<file path="src/rtl/dmem_host_port.sv">
// dmem_host_port
//   Host-side access port for the core's data memory. Loads an operand image
//   into DMem before a run and streams result bytes back out afterwards. While
//   it owns the DMem port (any state other than IDLE) it holds the core in
//   reset through core_hold.
//
// Ports
//   clk, reset              clock, asynchronous active-high reset
//   start_load, start_dump  1-cycle requests, sampled in IDLE only
//   base, len               start address and byte count (0..2**AW)
//   in_valid/in_data/in_ready     host -> DMem byte stream (load)
//   out_valid/out_data/out_ready  DMem -> host byte stream (dump)
//   dm_wen/dm_addr/dm_wdat  DMem write/address port
//   dm_rdat                 DMem read data, combinational from dm_addr
//   core_hold, busy         high whenever the port is not IDLE
//   op_done                 1-cycle pulse when a transfer finishes
module dmem_host_port #(
    parameter int AW = 8,
    parameter int DW = 8
) (
    input  logic          clk,
    input  logic          reset,
    input  logic          start_load,
    input  logic          start_dump,
    input  logic [AW-1:0] base,
    input  logic [AW:0]   len,
    input  logic          in_valid,
    input  logic [DW-1:0] in_data,
    output logic          in_ready,
    output logic          out_valid,
    output logic [DW-1:0] out_data,
    input  logic          out_ready,
    output logic          dm_wen,
    output logic [AW-1:0] dm_addr,
    output logic [DW-1:0] dm_wdat,
    input  logic [DW-1:0] dm_rdat,
    output logic          core_hold,
    output logic          busy,
    output logic          op_done
);

    typedef enum logic [2:0] {
        IDLE  = 3'd0,
        LOAD  = 3'd1,
        FETCH = 3'd2,
        SEND  = 3'd3,
        FIN   = 3'd4
    } state_t;

    localparam logic [AW:0]   CNT_ONE = (AW+1)'(1);
    localparam logic [AW-1:0] PTR_ONE = AW'(1);

    state_t        state, state_nxt;
    logic [AW-1:0] ptr, ptr_nxt;
    logic [AW:0]   cnt, cnt_nxt;
    logic [DW-1:0] odata_nxt;

    always_ff @(posedge clk or posedge reset) begin
        if (reset) begin
            state    <= IDLE;
            ptr      <= '0;
            cnt      <= '0;
            out_data <= '0;
        end else begin
            state    <= state_nxt;
            ptr      <= ptr_nxt;
            cnt      <= cnt_nxt;
            out_data <= odata_nxt;
        end
    end

    always_comb begin
        state_nxt = state;
        ptr_nxt   = ptr;
        cnt_nxt   = cnt;
        odata_nxt = out_data;
        unique case (state)
            IDLE: begin
                // load has priority; a simultaneous dump request is dropped
                if (start_load || start_dump) begin
                    ptr_nxt = base;
                    cnt_nxt = len;
                    if (len == '0)
                        state_nxt = FIN;
                    else if (start_load)
                        state_nxt = LOAD;
                    else
                        state_nxt = FETCH;
                end
            end
            LOAD: begin
                if (in_valid) begin
                    ptr_nxt = ptr + PTR_ONE;
                    cnt_nxt = cnt - CNT_ONE;
                    if (cnt == CNT_ONE)
                        state_nxt = FIN;
                end
            end
            FETCH: begin
                odata_nxt = dm_rdat;
                state_nxt = SEND;
            end
            SEND: begin
                // out_data is only reloaded in FETCH, so it holds while stalled
                if (out_ready) begin
                    ptr_nxt   = ptr + PTR_ONE;
                    cnt_nxt   = cnt - CNT_ONE;
                    state_nxt = (cnt == CNT_ONE) ? FIN : FETCH;
                end
            end
            FIN:     state_nxt = IDLE;
            default: state_nxt = IDLE;
        endcase
    end

    assign in_ready  = (state == LOAD);
    assign out_valid = (state == SEND);
    assign dm_wen    = in_ready && in_valid;
    assign dm_addr   = ptr;
    assign dm_wdat   = dm_wen ? in_data : '0;
    assign core_hold = (state != IDLE);
    assign busy      = core_hold;
    assign op_done   = (state == FIN);

endmodule

</file>
<file path="config.mk">
export PLATFORM = sky130hd
export DESIGN_NAME = dmem_host_port
export DESIGN_NICKNAME = d
export VERILOG_FILES = /design/src/rtl/dmem_host_port.sv
export SDC_FILE = /design/constraint.sdc
export NUM_CORES = 1
export LEC_CHECK = 0
export BUFFER_PORTS_ARGS = -buffer_cell sky130_fd_sc_hd__buf_2
export CAP_MARGIN = 10
export CORE_ASPECT_RATIO = 1.1
export CORE_MARGIN = 3
export CORE_UTILIZATION = 49
export DETAILED_ROUTE_END_ITERATION = 10
export GPL_ROUTABILITY_DRIVEN = 0
export HOLD_SLACK_MARGIN = 0.06
export PLACE_DENSITY = 0.83
export SLEW_MARGIN = 15
export SYNTH_ARGS = -nofsm -noshare
export SYNTH_HDL_FRONTEND = slang
export SYNTH_SLANG_ARGS = --single-unit
</file>
<file path="constraint.sdc">
create_clock -name clk -period 1.8 [get_ports clk]
set_input_delay 0.09 -clock clk [delete_from_list [all_inputs] [get_ports clk]]
set_output_delay 0.09 -clock clk [all_outputs]
set_load 0.02 [all_outputs]
</file>
==> results.json <==
{
  "gr-total-overflow": 0,
  "antenna_found_initial": 0,
  "drt_iter0_drc": 90,
  "place_area_sq_um": 2192,
  "hold_viol_final": 0,
  "synth_cell_types": 50,
  "globalRouteMet2Util_pct": 42.95,
  "setup_tns_ns": 0,
  "critPathMaxFanout": 26,
  "worst_pin_slew_ns": 0.5371,
  "rsz0062_at_grt": "false",
  "syn_area_sq_um": 1758,
  "viasPerCell": 5.637,
  "antenna_cells": 0,
  "fin_area_sq_um": 2367,
  "die_x_microns": 63.11,
  "clkLatencyLatePin_ns": 0.33,
  "start_util_pct": 51.92,
  "path_class": "flop to primary output",
  "maxCapViolCount": 0,
  "drv_slew": 0,
  "port_buffers": 68,
  "drc": 0,
  "wl_per_cell_microns": 15.24,
  "drt.antenna.violating_nets": 0,
  "cp-startpoint": "state[0]",
  "ir_drop_uv": 819.6,
  "die_h_microns": 68.82,
  "routed-via-count": 1787,
  "synthCells": 188,
  "synth_compound_area_share_pct": 24.63,
  "final_nets": 312,
  "ys_ff_latch": 28,
  "grt_pass1_wl_microns": 7948,
  "yosys_warnings": 0,
  "post-route-period-util_pct": 94.06,
  "postLayoutSetupSlackWorst_ns": 0.1070,
  "synthSimpleGateAreaFrac_pct": 21.07,
  "fp.dieArea_sq_um": 4343,
  "cts_buffers": 3,
  "wirelength_microns": 4830,
  "synth_flop_cell": "dfrtp_1",
  "busiest_layer": "met2",
  "outcome": "finished clean",
  "min_delay_path_depth": 3,
  "seq_area_sq_um": 701.9,
  "hp-class": "primary input to flop",
  "end_kind": "primary output",
  "fill_cells": 284,
  "r2r-start": "state[0]",
  "rr_worst_depth": 4,
  "utilization_pct": 69.92,
  "met1_usage_pct": 28.57,
  "final_layout_size_suffix_gt1_share_pct": 39.41,
  "synthAdderAreaFrac_pct": 2.135,
  "async_flop_share_pct": 100.0,
  "yosysSeqAreaShare_pct": 39.86,
  "worstPathArrival_ns": 1.60,
  "synth_top_family_by_area": "compound AO/OA/AOI/OAI gates",
  "finClkSkew_ns": 0.005891,
  "start_kind": "flop",
  "synth_enable_flop_cells": 0,
  "synth-xor-area-share_pct": 0,
  "p_leak_nw": 1.141,
  "r2r_end": "cnt[5]",
  "fin_cells": 317,
  "rrSetupSlack_ns": 0.11,
  "gr-usage-all-layers_pct": 22.89,
  "ctsRootBufferMaster": "clkbuf_4",
  "syn_area_per_cell_sq_um": 9.351,
  "cts_tree": "built",
  "grt_max_degree": 29,
  "clockBufferDepth": 2,
  "multi_input_area_sq_um": 972.2,
  "design.core.area_sq_um": 3386,
  "fmax_mhz": 590.7,
  "dp_hpwl_microns": 3452,
  "min_period_ns": 1.693,
  "firstDrtPassIters": 4,
  "cp_data_required_time_ns": 1.71,
  "dp_slack_ns": 0.1006,
  "ioPinCount": 69,
  "setup_viol_count_final": 0,
  "grtUsageMet3_pct": 2.917,
  "cts_htree_levels": 1,
  "power_density_nw_per_um2": 1844,
  "clkSlewWorstSetupHoldPaths_ns": 0.16,
  "rows": 22,
  "cp-endpoint": "out_valid",
  "dp.cells": 302,
  "slew_headroom_pct": 63.86,
  "areaGrowthSynthToFinish_pct": 34.66,
  "first_global_vias": 1716,
  "synth_nets": 230,
  "clkSinkCount": 28,
  "synth.area.mux_share_pct": 6.833
}
## synthesized netlist by cell type, types with 2 or more instances
cell type	n	area, sq um
dfrtp_1	28	700.7
nor2_1	14	52.55
nand2_1	13	48.80
and3_1	9	56.30
o21ai_0	9	45.04
a21oi_1	8	40.04
a31oi_1	8	50.05
buf_2	8	40.04
mux2_2	8	90.09
nand3_1	7	35.03
inv_1	6	22.52
o22ai_1	6	37.54
nor3_1	5	25.02
o31ai_1	5	37.54
nor2b_1	4	25.02
ha_1	3	37.54
mux2i_1	3	30.03
nand4_1	3	18.77
a21o_1	2	15.01
a22oi_1	2	15.01
a32oi_1	2	17.52
and2_1	2	12.51
buf_4	2	15.01
clkbuf_1	2	7.510
nor3b_1	2	15.01
o2bb2ai_1	2	17.52
or3_1	2	12.51
## timing repair
item	in CTS	in global routing
hold buffers	11	0
resized for setup	1	4
endpoints found under the setup margin	9	14
setup buffers	0	0
endpoints found under the hold margin	39	0
pin swaps	0	0
## cell type report
type / instances / area share [%]
Sequential cell: 28 / 29.65
Multi-Input combinational cell: 141 / 41.07
Clock buffer: 3 / 0.9514
Tap cell: 48 / 2.537
Inverter: 6 / 0.9514
Timing Repair Buffer: 90 / 23.57
Clock inverter: 1 / 1.268
## cells in the final DEF (no fill, tap or decap), types with 6 or more instances in the layout
master,instances
a21oi_1,8
a31oi_1,8
and3_1,9
buf_2,68
buf_4,9
dfrtp_1,27
dlygate4sd3_1,11
inv_1,6
mux2_2,8
nand2_1,13
nand3_1,7
nor2_1,13
o21ai_0,9
o22ai_1,6
## sequential cells by signal, indices dropped and copies added, names as in the netlist
register	flops
out_data	8
cnt	9
state	3
dm_addr	8
## cells by family after synthesis
| logic type | after synthesis |
|---|---|
| simple gates | 68 |
| compound gates | 59 |
| flops | 28 |
| buf+inv | 19 |
| mux | 11 |
| fa+ha+maj | 3 |
## worst max-delay path, stage by stage (launching register included)
cell and delay (ns):
dfrtp_1 0.42, buf_4 0.18, nor2b_2 0.19, buf_12 0.18
nand2_1 0.09, inv_1 0.06, buf_2 0.15
## worst min path at each step
stage / from / end / slack (ns)
floorplan: reset / cnt[0] / 0.16
global placement: reset / out_data[7] / 0.17
detailed placement: reset / out_data[7] / 0.17
CTS: base[0] / dm_addr[0] / 0.06
global route: base[7] / dm_addr[7] / 0.06
finish: base[0] / dm_addr[0] / 0.06
## power by group
part           switching, mW  internal, mW  total [mW]
combinational           1.57          1.14        2.70
sequential             0.302         0.944        1.25
clock                  0.190         0.225       0.415
total                   2.06          2.31        4.36
## per-stage QoR
stage	hold WS, ns	power [mW]
after floorplan	0.1554	3.099
after global placement	0.1674	3.804
after detailed placement	0.1709	3.888
after CTS	0.06105	4.321
after global routing	0.06422	4.704
final	0.05524	4.364
## per-layer routing
layer,up-vias,wire (microns)
li1,869,-
met5,-,0
met4,0,37
met3,4,243
met1,851,2046
met2,63,2503
Power figures use the tool's default switching activity.
